$ cat src/rtl/sdrd_deserializer_if.sv
// Purpose: bundles the SDRD serial input, the host pop/status controls and
//          the FIFO read-side outputs of sdrd_deserializer.
// Signals:
//   sd_active, sd_strobe, sd_data : decode window, bit strobe, serial bit
//   rd_en, clr_status             : host pop request, sticky status clear
//   rd_data, empty, full, count   : FIFO head word and occupancy
//   overflow, abort               : sticky status flags
// Modports: master = sequencer/host side, slave = deserializer.
interface sdrd_deserializer_if #(
  parameter int unsigned WIDTH = 8,
  parameter int unsigned DEPTH = 4
);
  localparam int unsigned CW = $clog2(DEPTH) + 1;

  logic             sd_active;
  logic             sd_strobe;
  logic             sd_data;
  logic             rd_en;
  logic             clr_status;
  logic [WIDTH-1:0] rd_data;
  logic             empty;
  logic             full;
  logic [CW-1:0]    count;
  logic             overflow;
  logic             abort;

  modport master (
    output sd_active, sd_strobe, sd_data, rd_en, clr_status,
    input  rd_data, empty, full, count, overflow, abort
  );

  modport slave (
    input  sd_active, sd_strobe, sd_data, rd_en, clr_status,
    output rd_data, empty, full, count, overflow, abort
  );
endinterface

$ cat src/rtl/sdrd_deserializer.sv
// Purpose: samples SDRD one bit per qualified strobe rising edge inside the
//          decode window, assembles WIDTH-bit words and queues them in a
//          show-ahead FIFO with sticky overflow/abort status.
// Ports:
//   clk : system clock
//   rst : asynchronous active-high reset
//   bus : sdrd_deserializer_if.slave (serial input, host pop, FIFO status)
module sdrd_deserializer #(
  parameter int unsigned WIDTH     = 8,
  parameter int unsigned DEPTH     = 4,
  parameter bit          MSB_FIRST = 1'b1
) (
  input logic               clk,
  input logic               rst,
  sdrd_deserializer_if.slave bus
);
  localparam int unsigned PW = $clog2(DEPTH);
  localparam int unsigned CW = PW + 1;
  localparam int unsigned BW = $clog2(WIDTH + 1);

  typedef enum logic [0:0] {IDLE, SHIFT} state_t;

  state_t           state_q, state_d;
  logic [BW-1:0]    bitcnt_q, bitcnt_d;
  logic [WIDTH-1:0] sr_q, sr_d;
  logic             strb_q;

  logic             bit_acc_c;
  logic             push_c;
  logic             abort_set_c;
  logic             pop_c;
  logic             ovf_set_c;
  logic             write_c;
  logic [WIDTH-1:0] base_c;
  logic [WIDTH-1:0] shifted_c;
  logic [BW-1:0]    total_c;

  logic [WIDTH-1:0] mem_q [DEPTH];
  logic [PW-1:0]    wr_ptr_q, rd_ptr_q;
  logic [CW-1:0]    count_q;
  logic             overflow_q, abort_q;

  // Rising edge of the strobe inside the decode window.
  assign bit_acc_c = bus.sd_active & bus.sd_strobe & ~strb_q;

  // A word starts from zero in IDLE, so the first bit is a plain shift-in.
  assign base_c    = (state_q == IDLE) ? '0 : sr_q;
  assign total_c   = (state_q == IDLE) ? BW'(1) : bitcnt_q + BW'(1);
  assign shifted_c = MSB_FIRST ? ((base_c << 1) | WIDTH'(bus.sd_data))
                               : ((base_c >> 1) | (WIDTH'(bus.sd_data) << (WIDTH - 1)));

  // Receive FSM state register.
  always_ff @(posedge clk or posedge rst) begin
    if (rst) begin
      state_q  <= IDLE;
      bitcnt_q <= '0;
      sr_q     <= '0;
      strb_q   <= 1'b0;
    end else begin
      state_q  <= state_d;
      bitcnt_q <= bitcnt_d;
      sr_q     <= sr_d;
      strb_q   <= bus.sd_strobe;
    end
  end

  // Receive FSM next state: shift, complete a word, or abort a partial one.
  always_comb begin
    state_d     = state_q;
    bitcnt_d    = bitcnt_q;
    sr_d        = sr_q;
    push_c      = 1'b0;
    abort_set_c = 1'b0;
    case (state_q)
      IDLE: begin
        if (bit_acc_c) begin
          if (total_c == BW'(WIDTH)) begin
            push_c   = 1'b1;
            bitcnt_d = '0;
            sr_d     = '0;
          end else begin
            state_d  = SHIFT;
            bitcnt_d = total_c;
            sr_d     = shifted_c;
          end
        end
      end
      SHIFT: begin
        if (!bus.sd_active) begin
          // Window closed with 0 < bitcnt < WIDTH.
          abort_set_c = 1'b1;
          state_d     = IDLE;
          bitcnt_d    = '0;
          sr_d        = '0;
        end else if (bit_acc_c) begin
          if (total_c == BW'(WIDTH)) begin
            push_c   = 1'b1;
            state_d  = IDLE;
            bitcnt_d = '0;
            sr_d     = '0;
          end else begin
            bitcnt_d = total_c;
            sr_d     = shifted_c;
          end
        end
      end
      default: state_d = IDLE;
    endcase
  end

  // Pop frees the head slot first, so push+pop succeeds even when full.
  assign pop_c     = bus.rd_en & (count_q != '0);
  assign ovf_set_c = push_c & (count_q == CW'(DEPTH)) & ~pop_c;
  assign write_c   = push_c & ~ovf_set_c;

  // FIFO storage, pointers, occupancy and sticky status.
  always_ff @(posedge clk or posedge rst) begin
    if (rst) begin
      mem_q      <= '{default: '0};
      wr_ptr_q   <= '0;
      rd_ptr_q   <= '0;
      count_q    <= '0;
      overflow_q <= 1'b0;
      abort_q    <= 1'b0;
    end else begin
      if (write_c) begin
        mem_q[wr_ptr_q] <= shifted_c;
        wr_ptr_q        <= wr_ptr_q + PW'(1);
      end
      if (pop_c) begin
        rd_ptr_q <= rd_ptr_q + PW'(1);
      end
      case ({write_c, pop_c})
        2'b10:   count_q <= count_q + CW'(1);
        2'b01:   count_q <= count_q - CW'(1);
        default: count_q <= count_q;
      endcase
      // Set wins over a same-cycle clear.
      overflow_q <= ovf_set_c   | (overflow_q & ~bus.clr_status);
      abort_q    <= abort_set_c | (abort_q    & ~bus.clr_status);
    end
  end

  // Show-ahead head; while empty this is a stale but stable slot.
  assign bus.rd_data  = mem_q[rd_ptr_q];
  assign bus.empty    = (count_q == '0);
  assign bus.full     = (count_q == CW'(DEPTH));
  assign bus.count    = count_q;
  assign bus.overflow = overflow_q;
  assign bus.abort    = abort_q;
endmodule
$ cat src/flat_wrapper.sv
// flat-port wrapper written by rule: the top's interface ports become plain ports
module sdrd_deserializer_flat 
#(
  parameter int unsigned WIDTH     = 8,
  parameter int unsigned DEPTH     = 4,
  parameter bit          MSB_FIRST = 1'b1
)
  (clk, rst, bus_sd_active, bus_sd_strobe, bus_sd_data, bus_rd_en, bus_clr_status, bus_rd_data, bus_empty, bus_full, bus_count, bus_overflow, bus_abort);
  sdrd_deserializer_if #(.WIDTH(WIDTH), .DEPTH(DEPTH)) bus_i ();
  input logic clk;
  input logic rst;
  input wire logic [$bits(bus_i.sd_active)-1:0] bus_sd_active;
  input wire logic [$bits(bus_i.sd_strobe)-1:0] bus_sd_strobe;
  input wire logic [$bits(bus_i.sd_data)-1:0] bus_sd_data;
  input wire logic [$bits(bus_i.rd_en)-1:0] bus_rd_en;
  input wire logic [$bits(bus_i.clr_status)-1:0] bus_clr_status;
  output wire logic [$bits(bus_i.rd_data)-1:0] bus_rd_data;
  output wire logic [$bits(bus_i.empty)-1:0] bus_empty;
  output wire logic [$bits(bus_i.full)-1:0] bus_full;
  output wire logic [$bits(bus_i.count)-1:0] bus_count;
  output wire logic [$bits(bus_i.overflow)-1:0] bus_overflow;
  output wire logic [$bits(bus_i.abort)-1:0] bus_abort;
  assign bus_i.sd_active = bus_sd_active;
  assign bus_i.sd_strobe = bus_sd_strobe;
  assign bus_i.sd_data = bus_sd_data;
  assign bus_i.rd_en = bus_rd_en;
  assign bus_i.clr_status = bus_clr_status;
  assign bus_rd_data = bus_i.rd_data;
  assign bus_empty = bus_i.empty;
  assign bus_full = bus_i.full;
  assign bus_count = bus_i.count;
  assign bus_overflow = bus_i.overflow;
  assign bus_abort = bus_i.abort;
  sdrd_deserializer #(.WIDTH(WIDTH), .DEPTH(DEPTH), .MSB_FIRST(MSB_FIRST)) u_core (.clk(clk), .rst(rst), .bus(bus_i));
endmodule
$ cat config.mk
export PLATFORM = sky130hd
export DESIGN_NAME = sdrd_deserializer_flat
export DESIGN_NICKNAME = d
export VERILOG_FILES = /design/src/rtl/sdrd_deserializer_if.sv /design/src/rtl/sdrd_deserializer.sv /design/src/flat_wrapper.sv
export SDC_FILE = /design/constraint.sdc
export NUM_CORES = 1
export LEC_CHECK = 0
export ABC_AREA = 1
export BUFFER_PORTS_ARGS = -buffer_cell sky130_fd_sc_hd__buf_2
export CAP_MARGIN = 10
export CORE_MARGIN = 2
export CORE_UTILIZATION = 50
export DETAILED_ROUTE_END_ITERATION = 10
export PLACE_DENSITY = 0.8
export SLEW_MARGIN = 25
export SYNTH_ARGS = -nofsm -noshare
export SYNTH_HDL_FRONTEND = slang
export SYNTH_SLANG_ARGS = --single-unit
$ cat constraint.sdc
create_clock -name clk -period 4.45 [get_ports clk]
set_clock_uncertainty 0.15 [all_clocks]
set_input_delay 0.89 -clock clk [delete_from_list [all_inputs] [get_ports clk]]
set_output_delay 0.89 -clock clk [all_outputs]
set_load 0.01 [all_outputs]
# Yosys cells after proc, flatten, opt, wreduce, memory -nomap -nowiden
# Index checks and enable logic that the tools add are counted.
word_totals:
  elab_cells: 75
  ff_bits: 55
  rom_bits: 0
  latch_bits: 0
  ram_bits: 0
  input_bits: 7
  n_memories: 0
op_classes:
  eq_ne: 4
  addsub: 5
  shifts: 0
  magnitude_cmp: 3
  n_reduce_logical: 4
  n_mul: 0
  n_bitwise: 18
  div: 0
  mux: 28
ops:
  columns: ["operator", "n"]
  rows:
  - ["2-to-1 mux 8 bit", 6]
  - ["bitwise mux 32 bit", 1]
  - ["binary-select mux 8 bit (select 2 bit)", 1]
  - ["demux 8 bit (select 2 bit)", 1]
  - ["2-to-1 mux 4 bit", 4]
  - ["one-hot mux 8 bit (2 select lines)", 1]
  - ["2-to-1 mux 1 bit", 9]
  - ["AND 1 bit", 8]
  - ["OR 8 x 1 -> 8 bit", 1]
  - ["one-hot mux 4 bit (2 select lines)", 1]
  - ["2-to-1 mux 7 bit", 1]
  - [">= comparator 3 bit (second input constant)", 2]
  - ["inverter 2 -> 3 bit", 2]
  - ["one-hot mux 3 bit (2 select lines)", 1]
  - ["inverter 1 bit", 5]
  - ["adder 2 x 1 -> 2 bit (second input constant)", 2]
  - ["adder 4 x 1 -> 4 bit (second input constant)", 1]
  - ["equality test 4 bit (second input constant)", 1]
  - ["one-hot mux 1 bit (2 select lines)", 2]
  - ["adder 3 x 1 -> 3 bit (second input constant)", 1]
  - ["equality test 3 bit (second input constant)", 1]
  - ["logical NOT 3 bit", 1]
  - ["less-than comparator 3 x 1 -> 1 bit (second input constant)", 1]
  - ["nonzero test 3 bit", 1]
  - ["other kinds (6)", 7]

# Depth between registers and ports, before layout
# Gate-level depths: netlist (run 1).
logic_depth:
  depth_word: 13
  ltp_mapped: 14
  depth_no_buf: 14

# Least setup slack after synthesis (run 1)
# No wires, ideal clock.
synth_timing:
  path_kind: "input to register"
  startpoint: "input port bus_sd_strobe"
  endpoint: "register u_core.count_q[2], in the netlist u_core.bus.count[2]"
  n_path_buf: 0
  stages: 12
  t_arrival_ps: 2088
  required_time_ps: 4238
  setup_slack_ps: 2150
  path_cell_list: "nand2_1 > inv_1 > nand2_1 > inv_1 > nand2_1 > nand2_1 > fa_1 > inv_1 > nand4_1 > nand3_1 > nand2_1 > inv_1"
synth_via:
  elab_chain_cells: 11
synth_lines:
  columns: ["element", "line_no", "rtl"]
  rows:
  - ["start, declared", "flat_wrapper.sv:13", "input wire logic [$bits(bus_i.sd_strobe)-1:0] bus_sd_strobe;"]
  - ["AND 1 bit * (2 in series)", "sdrd_deserializer.sv:44", "assign bit_acc_c = bus.sd_active & bus.sd_strobe & ~strb_q;"]
  - ["2-to-1 mux 1 bit *", "sdrd_deserializer.sv:76, sdrd_deserializer.sv:95", null]
  - ["2-to-1 mux 1 bit", "sdrd_deserializer.sv:89", "if (!bus.sd_active) begin"]
  - ["one-hot mux 1 bit (2 select lines) *", "sdrd_deserializer.sv:74", "case (state_q)"]
  - ["AND 1 bit (2 in series)", "sdrd_deserializer.sv:113", "assign ovf_set_c = push_c & (count_q == CW'(DEPTH)) & ~pop_c;"]
  - ["inverter 1 bit", "sdrd_deserializer.sv:114", "assign write_c = push_c & ~ovf_set_c;"]
  - ["AND 1 bit *", "sdrd_deserializer.sv:114", null]
  - ["equality test 2 x 1 -> 1 bit / equality test 2 bit (equally long branches)", "sdrd_deserializer.sv:133", "case ({write_c, pop_c})"]
  - ["one-hot mux 3 bit (2 select lines) / nonzero test 2 bit (equally long branches)", null, null]
  - ["end signal, assigned", "sdrd_deserializer.sv:134", "2'b10: count_q <= count_q + CW'(1);"]
  - ["end signal, assigned", "sdrd_deserializer.sv:135", "2'b01: count_q <= count_q - CW'(1);"]
  - ["end signal, assigned", "sdrd_deserializer.sv:136", "default: count_q <= count_q;"]
  - ["end, declared", "sdrd_deserializer.sv:40", "logic [CW-1:0] count_q;"]
# Every way passes the cells marked *; elsewhere a longest branch is shown, timed or not.
# A chain may end at the register's enable or synchronous reset.

# Worst setup path in the final report (run 1)
layout_timing:
  startpoint: "register u_core.rd_ptr_q[0]"
  endpoint: "output port bus_rd_data[3]"
layout_via:
  elab_chain_cells: 4
layout_lines:
  columns: ["element", "line_no", "rtl"]
  rows:
  - ["start, declared", "sdrd_deserializer.sv:39", "logic [PW-1:0] wr_ptr_q, rd_ptr_q;"]
  - ["start signal, assigned", "sdrd_deserializer.sv:131", "rd_ptr_q <= rd_ptr_q + PW'(1);"]
  - ["inverter 2 -> 3 bit (implied by the code)", "sdrd_deserializer.sv:145", "assign bus.rd_data = mem_q[rd_ptr_q];"]
  - ["binary-select mux 8 bit (select 2 bit)", "sdrd_deserializer.sv:145", null]
  - ["2-to-1 mux 8 bit (implied by the code) (2 in series)", "sdrd_deserializer.sv:145", null]
  - ["end, declared", "flat_wrapper.sv:17", "output wire logic [$bits(bus_i.rd_data)-1:0] bus_rd_data;"]
# Every way passes these cells. The select of a mux whose other input is x is not followed.

==> run summary, run 1 <==
vias in the first global route - 1,843
global-route wire length before repair - 8.300 mm
Hold Buf Count CTS - 0
worst-skew pair later-pin latency - 310 ps
antenna cell count - 0
TritonCTS clock tree - done
DR WL/cell - 12.98 um
Final Hold Viols - 0
Min Hold Slack - 340.5 ps
routed vias/inst - 5.244
PortBufs - 21
maximum vdd drop - 0.2199 mV
boundary pin count - 22
fin nets - 318
R2R depth - 12
max_slew headroom - 57.01%
Pint - 0.7722 mW
fill cell count - 433
min Tclk post-route - 2981 ps
RSZ-0062 raised after global routing - false
GRT Total Usage - 19.46%
initial drt markers - 142
Via Count - 1,956
die height - 74.83 um
YS warnings - 0
critical-path maximum fanout - 18
PwrDens - 444.3 mW/mm^2
endpoint class of the critical path - primary output
area occupied by multi-input gates - 991.0 um^2
Worst EP arrival - 1940 ps
total negative slack - 0 ps
drt drc - 0
Reg clk slew, reported paths - 100 ps
CP Data Required Time - 3410 ps
remaining global-route overflow - 0
max-slew violations - 0
antenna violations before repair - 0
Mean Syn Cell Area - 8.741 um^2
FF-to-FF Start - u_core.bitcnt_q[0]
fin worst setup slack - 1469 ps
H-tree depth - 2
clock share of power - 22.3%
top_reg_cell synth - dfrtp_1
DR pass1 iterations - 4
Worst Hold Path Cells - 2
Final Power - 1.208 mW
Sw Share - 36.08%
CTS root buf - clkbuf_8
Die ar. - 0.005600 mm^2
top cell family by delay on the critical path - flip-flops
Core Area - 0.004786 mm^2
hpwl dp - 3.303 mm
final instance area - 0.002719 mm^2
sequential area share after synthesis - 53.87%
dpl ws - 1528 ps
die width - 74.83 um
Area Overhead vs Synth - 8.379%
Starting Density - 52.42%
placed cell count - 365
Leakage - 1.335 nW
Final period util - 67.00%
highest-delay cell along the critical path - dfrtp_1
Psw - 0.4358 mW
Max Freq - 335.4 MHz
Synth Register Bits - 54
post-synth design cell area - 0.002509 mm^2
postcts setup bufs - 0
Flop pwr share - 48.2%
Logic pwr share - 29.4%
syn nets - 300
Final setup violation count - 0
post-cts resize count - 0
CP peak stage delay - 700 ps
CP cell instances - inv_1 -> o21ai_0 -> o22ai_1 -> buf_2
fraction of registers with async set or reset after synthesis - 100.0%
max cap viols - 0
startpoint types - flip-flop
CTS Buffer Depth - 2
WS Path Type - flip-flop to primary output
largest net degree at the start of global routing - 55
EDFF count, synth - 0
Hold Path Class - flip-flop to flip-flop
CP bufs+invs - 2
total CTS buffers - 5
post-synthesis cell type count - 24
post-route ant nets - 0
clock sink total - 54
final WL - 4.842 mm
status - complete, no violations
Syn Inst Count - 287
FF-to-FF End - u_core.bus.count[2]
Hold Crit Endpoint - u_core.mem_q[18]
GP Congestion - 0.8271
hold path start - u_core.mem_q[18]
DP Area - 0.002633 mm^2
Worst-Margin Slew - 644.8 ps
Core Util, Final - 56.81%
Rows - 25
sequential cell area - 0.001351 mm^2
layout cell share with drive strength beyond 1 - 12.75%
final non-filler cell total - 373
r2r setup slk - 2150 ps
cell usage after synthesis (4+ instances only):
master,instances,share of area (%)
a21oi_1,9,1.8
buf_6,4,1.8
clkbuf_1,6,0.90
dfrtp_1,54,54
ha_1,5,2.5
inv_1,23,3.4
nand2_1,57,8.5
nand2_4,4,1.8
nand3_1,7,1.4
nor2_1,42,6.3
o21ai_0,21,4.2
o21ai_1,30,6.0
o22ai_1,9,2.2
tightest hold or removal path: stages (launching register included):
cell and delay [ps]:
dfrtp_1 350, nand2_1 70, o21ai_2 50
how the worst max path moves through the flow:
stage / startpoint / end / slack (ps) / depth (start not counted)
CTS: u_core.rd_ptr_q[0] / bus_rd_data[3] / 1460 / 4
finish: u_core.rd_ptr_q[0] / bus_rd_data[3] / 1470 / 4
global placement: bus_sd_strobe / u_core.bus.count[2] / 1690 / 13
detailed placement: bus_sd_strobe / u_core.bus.count[2] / 1530 / 13
global route: u_core.rd_ptr_q[0] / bus_rd_data[0] / 1300 / 4
floorplan: rst / u_core.bitcnt_q[0] / 2100 / 1
power by group through the flow:
| stage | clock network [mW] | registers (mW) | logic (mW) |
|---|---|---|---|
| after floorplan | 0 | 0.557 | 0.269 |
| after global placement | 0 | 0.591 | 0.352 |
| after detailed placement | 0 | 0.591 | 0.361 |
| after CTS | 0.274 | 0.582 | 0.361 |
| after global routing | 0.289 | 0.591 | 0.405 |
| final | 0.270 | 0.583 | 0.356 |
per-layer routing:
| layer | routed length [um] | GRT usage, % | vias to the layer above |
|---|---|---|---|
| met5 | 0 | 0 | - |
| met4 | 82 | 7.143 | 0 |
| met3 | 201 | 3.882 | 11 |
| met2 | 2337 | 32.36 | 36 |
| met1 | 2220 | 25.31 | 932 |
| li1 | - | - | 977 |
cells in the final DEF, fill, tap and decap left out, drive strengths merged:
master  count
nand2      62
dfrtp      54
o21ai      53
nor2       42
inv        24
buf        21
o22ai       9
a21oi       9
nand3       7
clkbuf      6
ha          5
nand4       3
xor2        3
clkinv      3
nor3        1
a22oi       1
o31ai       1
a31oi       1
fa          1
cells by family (layout without fill, tap and decap cells):
kind of cell	count (synthesis)	count (layout)	share of synthesized area [%]
DFF	54	54	53.87
and+or+nand+nor	115	115	19.40
AOI/OAI and AO/OA	74	74	15.76
xor gates and xnor gates	3	3	1.048
adders and majority gates	6	6	3.292
buffers and inverters	35	54	6.633
layout make-up:
class / instances / area share, %
timing repair buffer: 21 / 3.866
tap: 67 / 3.083
inverter: 25 / 3.728
sequential: 54 / 49.70
multi-input combinational: 198 / 36.45
clock inverter: 2 / 0.5062
clock buffer: 6 / 2.669
state kept, by name, summed over array words and instances (netlist names):
name	cells
u_core.strb_q	1
u_core.bus.count	3
u_core.bus.abort	1
u_core.bitcnt_q	4
u_core.bus.overflow	1
u_core.wr_ptr_q	2
u_core.sr_q	7
u_core.mem_q	32
u_core.state_q	1
u_core.rd_ptr_q	2
Power figures use the tool's default switching activity.
==> run 2: changes to the inputs <==
--- a/config.mk
+++ b/config.mk
@@ -5,13 +5,13 @@
 export SDC_FILE = /design/constraint.sdc
 export NUM_CORES = 1
 export LEC_CHECK = 0
-export ABC_AREA = 1
+export ABC_AREA = 0
 export BUFFER_PORTS_ARGS = -buffer_cell sky130_fd_sc_hd__buf_2
 export CAP_MARGIN = 10
 export CORE_MARGIN = 2
 export CORE_UTILIZATION = 50
 export DETAILED_ROUTE_END_ITERATION = 10
-export PLACE_DENSITY = 0.8
+export PLACE_DENSITY = 0.82
 export SLEW_MARGIN = 25
 export SYNTH_ARGS = -nofsm -noshare
 export SYNTH_HDL_FRONTEND = slang
==> constraint.sdc (replaced) <==
create_clock -name clk -period 2.6 [get_ports clk]
set_clock_uncertainty 0.15 [all_clocks]
set_input_delay 0.52 -clock clk [delete_from_list [all_inputs] [get_ports clk]]
set_output_delay 0.52 -clock clk [all_outputs]
set_load 0.01 [all_outputs]
==> run summary, run 2 <==
status - complete, no violations (unchanged)
Final setup violation count - 0 (unchanged)
Starting Density - 51.74% (was 52.42%)
H-tree depth - 2 (unchanged)
Synth Register Bits - 54 (unchanged)
Min Hold Slack - 84.32 ps (was 340.5 ps)
R2R depth - 9 (was 12)
EDFF count, synth - 0 (unchanged)
max-slew violations - 0 (unchanged)
area occupied by multi-input gates - 0.001224 mm^2 (was 991.0 um^2)
TritonCTS clock tree - done (unchanged)
Area Overhead vs Synth - 13.35% (was 8.379%)
remaining global-route overflow - 0 (unchanged)
endpoint class of the critical path - flip-flop (was primary output)
ranking of synthesized cells by area - dfrtp_1, mux2_2, mux4_2 (was dfrtp_1, nand2_1, nor2_1)
area leader, netlist - dfrtp_1 (unchanged)
Flop pwr share - 51.5% (was 48.2%)
post-synth design cell area - 0.002643 mm^2 (was 0.002509 mm^2)
sequential cell area - 0.001351 mm^2 (unchanged)
RSZ-0062 raised after global routing - false (unchanged)
CP Data Required Time - 2690 ps (was 3410 ps)
GRT Total Usage - 18.53% (was 19.46%)
initial drt markers - 97 (was 142)
fin nets - 249 (was 318)
Sw Share - 32.05% (was 36.08%)
clock share of power - 25.9% (was 22.3%)
Mean Syn Cell Area - 12.95 um^2 (was 8.741 um^2)
Rows - 26 (was 25)
syn nets - 217 (was 300)
CP cell instances - ha_1 -> and4b_2 -> a22oi_2 -> o21ai_1 -> fa_1 -> inv_1 -> o311ai_0 -> o21a_1 -> a22oi_1 (was inv_1 -> o21ai_0 -> o22ai_1 -> buf_2)
max cap viols - 0 (unchanged)
min Tclk post-route - 2410 ps
antenna violations before repair - 0 (unchanged)
total negative slack - 0 ps (unchanged)
CP Launch Point - u_core.bitcnt_q[0] (was u_core.rd_ptr_q[0])
CP peak stage delay - 460 ps (was 700 ps)
fill cell count - 426 (was 433)
total CTS buffers - 5 (unchanged)
biggest regs - u_core.mem_q (32), u_core.sr_q (7), u_core.bitcnt_q (4) (unchanged)
hpwl dp - 3.445 mm (was 3.303 mm)
sequential area share after synthesis - 51.14% (was 53.87%)
PwrDens - 658.3 mW/mm^2 (was 444.3 mW/mm^2)
startpoint types - flip-flop (unchanged)
largest net degree at the start of global routing - 26 (was 55)
routed vias/inst - 5.466 (was 5.244)
post-cts resize count - 0 (unchanged)
fraction of registers with async set or reset after synthesis - 100.0% (unchanged)
commonest non-fill, non-tap cell in the layout - dfrtp_1 (was nand2_1)
final WL - 4.897 mm (was 4.842 mm)
DR pass1 iterations - 4 (unchanged)
critical-path maximum fanout - 3 (was 18)
FF-to-FF Start - u_core.bitcnt_q[0] (unchanged)
top-count cell post-synth - dfrtp_1 (was nand2_1)
clock sink total - 54 (unchanged)
PortBufs - 21 (unchanged)
Leakage - 1.481 nW (was 1.335 nW)
Final period util - 92.71%
die height - 76.70 um (was 74.83 um)
FF-to-FF End - u_core.bus.count[1] (was u_core.bus.count[2])
Pint - 1.340 mW (was 0.7722 mW)
YS warnings - 0 (unchanged)
max_slew headroom - 62.73% (was 57.01%)
top cells by count, synth - dfrtp_1, mux2_2, inv_1 (was nand2_1, dfrtp_1, nor2_1)
drt drc - 0 (unchanged)
global-route wire length before repair - 8.542 mm (was 8.300 mm)
vias in the first global route - 1,780 (was 1,843)
Reg clk slew, reported paths - 100 ps (about the same)
Hold Buf Count CTS - 0 (unchanged)
Core Util, Final - 58.65% (was 56.81%)
Die ar. - 0.005883 mm^2 (was 0.005600 mm^2)
GP Congestion - 0.8503 (was 0.8271)
post-route ant nets - 0 (unchanged)
maximum vdd drop - 0.3772 mV (was 0.2199 mV)
Syn Inst Count - 204 (was 287)
Worst EP arrival - 2500 ps (was 1940 ps)
WS Path Type - flip-flop to flip-flop (was flip-flop to primary output)
Core Area - 0.005107 mm^2 (was 0.004786 mm^2)
Worst-Margin Slew - 559.1 ps (was 644.8 ps)
die width - 76.70 um (was 74.83 um)
Top reg by flops - u_core.mem_q (unchanged)
max reg flops - 32 (unchanged)
top_reg_cell synth - dfrtp_1 (unchanged)
Final Hold Viols - 0 (unchanged)
Psw - 0.6319 mW (was 0.4358 mW)
top cell type's share of synthesized area - 51.14% (was 53.87%)
post-synthesis cell type count - 43 (was 24)
antenna cell count - 0 (unchanged)
Max Freq - 414.9 MHz
postcts setup bufs - 0 (unchanged)
DR WL/cell - 15.95 um (was 12.98 um)
highest-delay cell along the critical path - fa_1 (was dfrtp_1)
commonest cells after routing, fill and taps aside - dfrtp_1, mux2_2, buf_2 (was nand2_1, dfrtp_1, nor2_1)
worst-skew pair later-pin latency - 310 ps (about the same)
Via Count - 1,678 (was 1,956)
r2r setup slk - 190 ps (was 2150 ps)
Logic pwr share - 22.6% (was 29.4%)
CTS root buf - clkbuf_8 (unchanged)
boundary pin count - 22 (unchanged)
layout cell share with drive strength beyond 1 - 39.66% (was 12.75%)
Hold Path Class - input pin to async pin (was flip-flop to flip-flop)
CTS Buffer Depth - 2 (unchanged)
run 2: cell types whose count changed after synthesis, sizes merged, moves of 4 or more:
cell,previous run,this run
a22o,0,11
nand2b,0,4
nand2,62,11
o21ai,53,5
o22ai,9,2
a21oi,9,1
xnor2,0,4
nor2,42,7
mux2,0,32
inv,24,12
mux4,0,8
and2,0,7
run 2: layout make-up:
class / instances / area share [%]
clock buffer: 6 / 2.757
clock inverter: 2 / 0.5848
inverter: 12 / 1.504
multi-input combinational: 131 / 40.85
sequential: 54 / 45.11
tap: 70 / 2.924
timing repair buffer: 32 / 6.266
run 2: critical path: cells and delay by family (launching register included):
kind / cells / cell delay (ps)
AND/OR/NAND/NOR: 1 / 290
flip-flops: 1 / 390
adder cells (fa/ha/maj): 2 / 790
buffers and inverters: 1 / 70
AO/OA/AOI/OAI: 5 / 630
run 2: worst max-delay path by stage:
stage	slack (ps)	cells past startpoint	end
3_5_place_dp	100	9	u_core.bus.count[1]
2_1_floorplan	2	9	u_core.bus.count[2]
3_3_place_gp	190	9	u_core.bus.count[1]
4_1_cts	70	9	u_core.bus.count[1]
6_report	190	9	u_core.bus.count[1]
5_1_grt	80	9	u_core.bus.count[1]
run 2: per-stage QoR:
step                      setup slack, ps  instance area [um^2]  power [mW]  std cells
after floorplan                     1.855                  2654       1.319        204
after detailed placement            97.29                  2895       1.481        299
after CTS                           73.03                  2995       1.987        307
after global placement              188.5                  2895       1.454        299
final                               189.6                  2995       1.972        307
after global routing                79.19                  2995       2.076        307
run 2: power by group through the flow:
stage	Combinational, mW	Clock [mW]	Sequential [mW]
finish	0.446	0.511	1.02
floorplan	0.352	0	0.967
global placement	0.430	0	1.02
global route	0.493	0.557	1.03
detailed placement	0.450	0	1.03
CTS	0.451	0.521	1.02
run 2: kinds of logic (layout without fill, tap and decap cells):
kind of cell,count (synthesis),in the layout,synth area share [%]
adder cells (fa/ha/maj),6,6,3.125
flip-flops,54,54,51.14
buffers and inverters,19,52,2.983
multiplexers,41,41,20.83
XOR/XNOR,7,7,2.320
AO/OA/AOI/OAI,31,31,9.091
AND/OR/NAND/NOR,46,46,10.51
run 2: metal layers:
metal	GRT usage, %	wire (um)
met5	0	0
met4	7.636	80
met1	24.55	2214
met2	30.35	2434
met3	3.176	168
